[src/rtl/jtag_types_pkg.sv]
// ----------------------------------------------------------------------------
// jtag_types_pkg
// Shared types for the JTAG debug blocks. Holds the scan-frame field
// encodings (regselect_t, hsize_t, r_w_t) and the AHB access-port
// additions: FSM state encoding, status word layout and capture marker.
// No ports; imported by jtag_ahb_ap_dr and ahb_ap_master.
// ----------------------------------------------------------------------------
package jtag_types_pkg;

    typedef enum logic {
        REG_ADDRESS = 1'b0,
        REG_DATA    = 1'b1
    } regselect_t;

    typedef enum logic [1:0] {
        HSIZE_BYTE = 2'b00,
        HSIZE_HALF = 2'b01,
        HSIZE_WORD = 2'b10,
        HSIZE_RSVD = 2'b11
    } hsize_t;

    typedef enum logic {
        RW_READ  = 1'b0,
        RW_WRITE = 1'b1
    } r_w_t;

    // AP master FSM states, kept as plain constants so older tools that
    // dislike enum-typed state registers still read them.
    typedef logic [1:0] ap_state_t;
    localparam ap_state_t AP_IDLE = 2'd0;
    localparam ap_state_t AP_ADDR = 2'd1;
    localparam ap_state_t AP_DATA = 2'd2;
    localparam ap_state_t AP_ERR  = 2'd3;

    // Low five bits of the capture frame.
    typedef struct packed {
        logic       busy;
        logic       err;
        logic       ovr;
        logic [1:0] marker;
    } ap_status_t;

    localparam logic [1:0] AP_MARKER = 2'b01;

    localparam logic [1:0] HTRANS_IDLE   = 2'b00;
    localparam logic [1:0] HTRANS_NONSEQ = 2'b10;

    // Byte count of one beat for the given transfer size.
    function automatic logic [3:0] size_to_bytes(input hsize_t size);
        return 4'd1 << size;
    endfunction

endpackage

[src/rtl/ahb_ap_master.sv]
// ----------------------------------------------------------------------------
// ahb_ap_master
// Single-transfer AHB-Lite master for the JTAG AHB access port. Owns the
// address register with its auto-increment, the latched size/increment
// settings, the write data and the read-data register.
// Build option: define AHB_AP_WRAP_1K_EN to keep auto-increment inside the
// current 1 KB block (addr[9:0] counts, upper bits held); otherwise the
// address increments over its full width.
// Ports:
//   CLK, nRST                    clock, async active-low reset
//   launch, launch_write,
//   launch_wdata                 start a transfer (only honoured when idle)
//   addr_load, addr_value,
//   size_value, inc_value        load address and transfer settings
//   haddr, htrans, hwrite,
//   hsize, hwdata                AHB-Lite master outputs
//   hrdata, hready, hresp        AHB-Lite slave response
//   busy                         transfer in flight
//   xfer_err                     pulse when an ERROR response completes
//   rdata                        last successfully read data
// ----------------------------------------------------------------------------
module ahb_ap_master
    import jtag_types_pkg::*;
#(
    parameter int DATA_W = 32,
    parameter int ADDR_W = 32
) (
    input  logic              CLK,
    input  logic              nRST,
    input  logic              launch,
    input  logic              launch_write,
    input  logic [DATA_W-1:0] launch_wdata,
    input  logic              addr_load,
    input  logic [ADDR_W-1:0] addr_value,
    input  hsize_t            size_value,
    input  logic              inc_value,
    output logic [ADDR_W-1:0] haddr,
    output logic [1:0]        htrans,
    output logic              hwrite,
    output logic [2:0]        hsize,
    output logic [DATA_W-1:0] hwdata,
    input  logic [DATA_W-1:0] hrdata,
    input  logic              hready,
    input  logic              hresp,
    output logic              busy,
    output logic              xfer_err,
    output logic [DATA_W-1:0] rdata
);

    ap_state_t         state;
    ap_state_t         state_next;
    logic [ADDR_W-1:0] addr_reg;
    logic [ADDR_W-1:0] addr_inc;
    hsize_t            size_reg;
    logic              inc_reg;
    logic [3:0]        step_bytes;
    logic              ok_done;

    // Next-state logic. hresp in the data phase moves to AP_ERR even while
    // hready is low, so the two-cycle ERROR response is followed.
    always_comb begin
        state_next = state;
        case (state)
            AP_IDLE: if (launch)  state_next = AP_ADDR;
            AP_ADDR: if (hready)  state_next = AP_DATA;
            AP_DATA: begin
                if (hresp)       state_next = AP_ERR;
                else if (hready) state_next = AP_IDLE;
            end
            AP_ERR:  if (hready)  state_next = AP_IDLE;
            default:              state_next = AP_IDLE;
        endcase
    end

    assign ok_done    = (state == AP_DATA) && hready && !hresp;
    assign xfer_err   = (state == AP_ERR) && hready;
    assign step_bytes = size_to_bytes(size_reg);

`ifdef AHB_AP_WRAP_1K_EN
    assign addr_inc = {addr_reg[ADDR_W-1:10], addr_reg[9:0] + 10'(step_bytes)};
`else
    assign addr_inc = addr_reg + ADDR_W'(step_bytes);
`endif

    // State, address and data registers. The address only advances after
    // a clean completion; an ERROR response leaves it in place.
    always_ff @(posedge CLK or negedge nRST) begin
        if (!nRST) begin
            state    <= AP_IDLE;
            addr_reg <= '0;
            size_reg <= HSIZE_BYTE;
            inc_reg  <= 1'b0;
            hwrite   <= 1'b0;
            hwdata   <= '0;
            rdata    <= '0;
        end else begin
            state <= state_next;
            if (addr_load) begin
                addr_reg <= addr_value;
                size_reg <= size_value;
                inc_reg  <= inc_value;
            end else if (ok_done && inc_reg) begin
                addr_reg <= addr_inc;
            end
            if (launch && (state == AP_IDLE)) begin
                hwrite <= launch_write;
                if (launch_write) hwdata <= launch_wdata;
            end
            if (ok_done && !hwrite) rdata <= hrdata;
        end
    end

    assign haddr  = addr_reg;
    assign htrans = (state == AP_ADDR) ? HTRANS_NONSEQ : HTRANS_IDLE;
    assign hsize  = {1'b0, size_reg};
    assign busy   = (state != AP_IDLE);

endmodule

[src/rtl/jtag_ahb_ap_dr.sv]
// ----------------------------------------------------------------------------
// jtag_ahb_ap_dr
// AHB access-port data register selected by the JTAG AHB instruction.
// Shifts a {data, regselect, size, addrinc, r_w} frame (DATA_W+5 bits,
// LSB out first); update_dr decodes it into an AHB-Lite transfer through
// ahb_ap_master, capture_dr loads {rdata, busy, err, ovr, 2'b01}.
// Build option AHB_AP_WRAP_1K_EN is handled inside ahb_ap_master.
// Ports:
//   CLK, nRST                    clock, async active-low reset
//   ap_sel                       AHB instruction active; gates all strobes
//   capture_dr, shift_dr,
//   update_dr                    one-cycle TAP strobes (synchronised)
//   tdi, tdo                     serial in / out (tdo = shift_reg[0])
//   haddr, htrans, hwrite,
//   hsize, hwdata, hrdata,
//   hready, hresp                AHB-Lite master interface
//   busy                         transfer in flight
// ----------------------------------------------------------------------------
module jtag_ahb_ap_dr
    import jtag_types_pkg::*;
#(
    parameter int DATA_W = 32,
    parameter int ADDR_W = 32
) (
    input  logic              CLK,
    input  logic              nRST,
    input  logic              ap_sel,
    input  logic              capture_dr,
    input  logic              shift_dr,
    input  logic              update_dr,
    input  logic              tdi,
    output logic              tdo,
    output logic [ADDR_W-1:0] haddr,
    output logic [1:0]        htrans,
    output logic              hwrite,
    output logic [2:0]        hsize,
    output logic [DATA_W-1:0] hwdata,
    input  logic [DATA_W-1:0] hrdata,
    input  logic              hready,
    input  logic              hresp,
    output logic              busy
);

    localparam int SR_W = DATA_W + 5;

    logic [SR_W-1:0]   shift_reg;
    logic              err_flag;
    logic              ovr_flag;
    logic [DATA_W-1:0] rdata;
    logic              xfer_err;
    ap_status_t        status;

    r_w_t              frame_rw;
    logic              frame_inc;
    hsize_t            frame_size;
    regselect_t        frame_sel;
    logic [DATA_W-1:0] frame_data;

    logic              do_update;
    logic              do_capture;
    logic              do_shift;
    logic              accept;
    logic              reserved;
    logic              addr_load;
    logic              launch;
    logic              launch_write;

    assign frame_rw   = r_w_t'(shift_reg[0]);
    assign frame_inc  = shift_reg[1];
    assign frame_size = hsize_t'(shift_reg[3:2]);
    assign frame_sel  = regselect_t'(shift_reg[4]);
    assign frame_data = shift_reg[SR_W-1:5];

    // Strobes should be one-hot; if not, update wins over capture over shift.
    assign do_update  = ap_sel & update_dr;
    assign do_capture = ap_sel & capture_dr & ~update_dr;
    assign do_shift   = ap_sel & shift_dr & ~update_dr & ~capture_dr;

    // A frame is only acted on when no transfer is in flight; a reserved
    // size rejects the whole frame and only raises err.
    assign accept       = do_update & ~busy;
    assign reserved     = (frame_size == HSIZE_RSVD);
    assign addr_load    = accept & ~reserved & (frame_sel == REG_ADDRESS);
    assign launch       = accept & ~reserved &
                          ((frame_sel == REG_DATA) | (frame_rw == RW_READ));
    assign launch_write = (frame_sel == REG_DATA) & (frame_rw == RW_WRITE);

    always_comb begin
        status.busy   = busy;
        status.err    = err_flag;
        status.ovr    = ovr_flag;
        status.marker = AP_MARKER;
    end

    // Shift register and sticky flags. Sets and clears of err/ovr never
    // coincide: sets happen while busy, the ADDRESS clear only when idle.
    always_ff @(posedge CLK or negedge nRST) begin
        if (!nRST) begin
            shift_reg <= '0;
            err_flag  <= 1'b0;
            ovr_flag  <= 1'b0;
        end else begin
            if (do_capture)    shift_reg <= {rdata, status};
            else if (do_shift) shift_reg <= {tdi, shift_reg[SR_W-1:1]};

            if (do_update && busy) ovr_flag <= 1'b1;
            else if (addr_load)    ovr_flag <= 1'b0;

            if (xfer_err || (accept && reserved)) err_flag <= 1'b1;
            else if (addr_load)                   err_flag <= 1'b0;
        end
    end

    assign tdo = shift_reg[0];

    ahb_ap_master #(
        .DATA_W (DATA_W),
        .ADDR_W (ADDR_W)
    ) u_master (
        .CLK          (CLK),
        .nRST         (nRST),
        .launch       (launch),
        .launch_write (launch_write),
        .launch_wdata (frame_data),
        .addr_load    (addr_load),
        .addr_value   (frame_data[ADDR_W-1:0]),
        .size_value   (frame_size),
        .inc_value    (frame_inc),
        .haddr        (haddr),
        .htrans       (htrans),
        .hwrite       (hwrite),
        .hsize        (hsize),
        .hwdata       (hwdata),
        .hrdata       (hrdata),
        .hready       (hready),
        .hresp        (hresp),
        .busy         (busy),
        .xfer_err     (xfer_err),
        .rdata        (rdata)
    );

endmodule

[config.mk]
export PLATFORM = sky130hd
export DESIGN_NAME = jtag_ahb_ap_dr
export DESIGN_NICKNAME = d
export VERILOG_FILES = /design/src/rtl/jtag_types_pkg.sv /design/src/rtl/ahb_ap_master.sv /design/src/rtl/jtag_ahb_ap_dr.sv
export SDC_FILE = /design/constraint.sdc
export NUM_CORES = 1
export LEC_CHECK = 0
export ABC_AREA = 1
export CAP_MARGIN = 20
export CORE_MARGIN = 4
export CORE_UTILIZATION = 40
export DETAILED_ROUTE_END_ITERATION = 10
export HOLD_SLACK_MARGIN = 0.02
export PLACE_DENSITY_LB_ADDON = 0.12
export SYNTH_ARGS = -nofsm -noshare
export SYNTH_HDL_FRONTEND = slang
export SYNTH_SLANG_ARGS = --single-unit
[constraint.sdc]
create_clock -name CLK -period 3.6 [get_ports CLK]
set_input_delay 0.36 -clock CLK [delete_from_list [all_inputs] [get_ports CLK]]
set_output_delay 0.36 -clock CLK [all_outputs]
set_load 0.03 [all_outputs]
==> metrics <==
met1 usage in global routing 0.288; Warnings, synthesis 0; area of the die slightly below 20000 sq um; final routed DRC violation total 0; buffer depth of the longest clock path 2; number of enable flip-flop cells after synthesis 0; share of post-route cells with drive strength above 1 0.0595; most used cells in the layout excluding fill and tap cells nand2_1 (190), dfrtp_1 (141), o21ai_0 (114), inv_1 (109), clkdlybuf4s50_1 (109); number of hold-slack violations in the final timing report 0; max frequency about 0.44 GHz; worst reg-to-reg path cell count 11; syn avg cell area 8.45 sq um; proportion of total power due to net switching 0.398; Site Rows 47; synthesized instance count 822; setup total negative slack 0 ns; GR met2 Demand/Resource 0.288; Floorplan Core Area 16800 sq um; CTS tree yes; top_reg_cell synth dfrtp_1; final estimated routing congestion in global placement 0.851; endpoint arrival time on the critical path 2.56 ns; Chip Width approximately 140 um; deepest level of the CTS H-tree 4; total routed wirelength 18700 um; Synth cell types 40; Setup crit end kind flop; power density of the placed cells 873 nW/um^2; Worst path slowest cell dfrtp_1; number of pins exceeding their max-slew limit in the final report 0; internal power 4630 uW; flip-flop count of the largest register after layout 37; Vias 5837; CTS root buffer clkbuf_16; Starting Density 0.413; overall power after layout 7690 uW; antenna fix cells 0; endpoint of the worst register-to-register path u_master.haddr[10]$_DFFE_PN0P_; Post-CTS Setup Bufs 0; net total in the final layout between 900 and 1000; most frequent cell on the critical path nand2_1; portion of the post-synthesis area used by sequential elements 0.508; post-DP HPWL between 10000 and 15000 um; Post-DP Area 8170 sq um; pin count of the biggest net entering global routing 112; top-level port count 113; startpoint kind of the worst setup timing path flop; average detailed-routed wire length per instance 16.1 um; total overflow reported by the global router 0; Port-buffer cells 110; async set or reset register ratio after synthesis 1.00; worst vdd ir 0.475 mV; setup slack after placement slightly below 1 ns; leading cell type in the layout, fill and taps excluded nand2_1; relative contribution of combinational cells to total power 0.404; Worst Path Required between 3 and 4 ns; number of synthesized register bits ~140; Post-Syn Area just under 7000 sq um; origin of the critical flop-to-flop path u_master.size_reg[1]$_DFFE_PN0P_; finished layout cell area 8800 sq um; LEAKAGE a little over 0.004 uW; worst-skew pair later-pin latency between 0.4 and 0.5 ns; number of cells in the design after placement 1127; pin slew with the least headroom to its limit roughly 1 ns; final cell count without fillers between 1000 and 1500; maximum fanout along the worst path 6; number of search-and-repair iterations in the first detailed-routing pass 5; cells traversed along the worst timing path nor2_1 -> ha_1 -> fa_1 -> nand2_1 -> nand3_1 -> nand2_1 -> nor2_1 -> nand2_1 -> nor2_1 -> o21ai_0 -> nand2_1; start-to-end type of the worst setup path flop to flop; most congested layer reported by global routing met1; longest individual stage delay on the worst path 0.51 ns; Hold Crit Class input port to asynchronous set/reset pin; Clk pwr share 0.233; antenna violations before repair 0; Max-cap violations 0; worst setup slack for register-to-register paths 1.35 ns; met3 Resource Use GR 0.0408; DIE HEIGHT 140 um; Overall Global Routing Usage 0.195; status finished clean; switching power total around 3100 uW; unrepaired setup endpoints after global routing false; clock net sink count 141; share of the clock period used by the worst path after layout 0.625; Tmin final roughly 2.2 ns; global-route wire length before repair 30300 um; vias in the first global route 5576; Slew Limit Headroom 0.318; fin worst setup slack around 1.4 ns; count of filler cells inserted in the layout 1633; endpoints failing setup 0; synth-to-layout area growth 26.7%; via count normalized by instance count slightly above 5; Final ANT Viol Nets 0; first-iteration detailed-routing DRC count 422; clock buffers created by TritonCTS 17; share of total power in sequential cells 0.363; Clk pin slew, worst setup/hold paths ~0.06 ns; Worst Clk Skew about 0.018 ns
-- through the flow --
step	hold WS [ns]	util
after global placement	0.466	0.486
after CTS	0.126	0.521
final	0.310	0.524
after detailed placement	0.473	0.486
after global routing	0.340	0.524
after floorplan	0.0644	-
-- routing by layer --
metal  vias up  share of wire
met2       188           0.44
met1      2737           0.49
met5         -              0
met3        19          0.056
met4         0          0.012
li1       2893              -
-- synth_stat cells, types with 2 or more instances --
master,number,share of area
xnor2_1,3,0.0038
o21ai_0,114,0.082
nand2_2,3,0.0027
nand3_1,42,0.030
mux2_1,30,0.049
o21ai_1,30,0.022
o211ai_1,5,0.0054
clkbuf_1,13,0.0070
nor2_1,46,0.025
nand3b_1,3,0.0032
a21oi_1,6,0.0043
inv_2,6,0.0032
o22ai_1,22,0.020
ha_1,4,0.0072
nand4_1,5,0.0045
buf_6,8,0.013
nor2_2,3,0.0027
inv_1,109,0.059
mux2_2,2,0.0032
nor3_2,2,0.0029
nor3_1,4,0.0029
xor2_1,7,0.0088
dfrtp_1,141,0.51
buf_2,5,0.0036
buf_4,5,0.0054
nand2_1,190,0.10
-- how the worst max path moves through the flow --
stage,startpoint,end,slack [ns],cells past startpoint
after floorplan,u_master.size_reg[0]$_DFFE_PN0P_,u_master.haddr[10]$_DFFE_PN0P_,1.53,11
after global placement,ap_sel,shift_reg[1]$_DFFE_PN0P_,1.08,7
after detailed placement,ap_sel,shift_reg[6]$_DFFE_PN0P_,0.99,7
after CTS,u_master.size_reg[0]$_DFFE_PN0P_,u_master.haddr[20]$_DFFE_PN0P_,1.35,11
after global routing,update_dr,shift_reg[26]$_DFFE_PN0P_,1.14,8
final,u_master.size_reg[1]$_DFFE_PN0P_,u_master.haddr[10]$_DFFE_PN0P_,1.35,11
-- layout make-up --
class                   instances  area [sq um]  share of cell area
flip-flops and latches        141          3530               0.401
clock inverters                 7           110              0.0125
repair buffers                118          1180               0.135
inverters                     115           432              0.0490
clock buffers                  25           485              0.0551
multi-input cells             535          2790               0.317
well taps                     220           275              0.0313
-- worst max-delay path, delay by kind of cell (launching register included) --
| family | cells | cell delay [ns] |
|---|---|---|
| AND/OR/NAND/NOR | 8 | 0.77 |
| adder cells (fa/ha/maj) | 2 | 0.68 |
| flip-flops | 1 | 0.51 |
| AO/OA/AOI/OAI | 1 | 0.16 |
-- timing repair --
action,4_1_cts,5_1_grt
hold endpoints to repair,0,11
hold buffers,0,1
resized for setup,0,0
-- power groups by stage --
stage,Clock (uW),Sequential (uW),Combinational (uW)
finish,1790,2790,3100
global route,1900,2880,3390
CTS,1820,2790,3130
detailed placement,0,2810,3110
global placement,0,2800,3070
floorplan,0,3390,1220
-- kinds of logic after synthesis --
group / after synthesis / share of synthesized area
AO/OA/AOI/OAI: 183 / 0.140
AND/OR/NAND/NOR: 303 / 0.185
flip-flops: 141 / 0.508
buffers and inverters: 147 / 0.0919
adder cells (fa/ha/maj): 5 / 0.0101
XOR/XNOR: 10 / 0.0126
multiplexers: 32 / 0.0519
other: 1 / 0.000540
(Power assumes the default switching activity.)
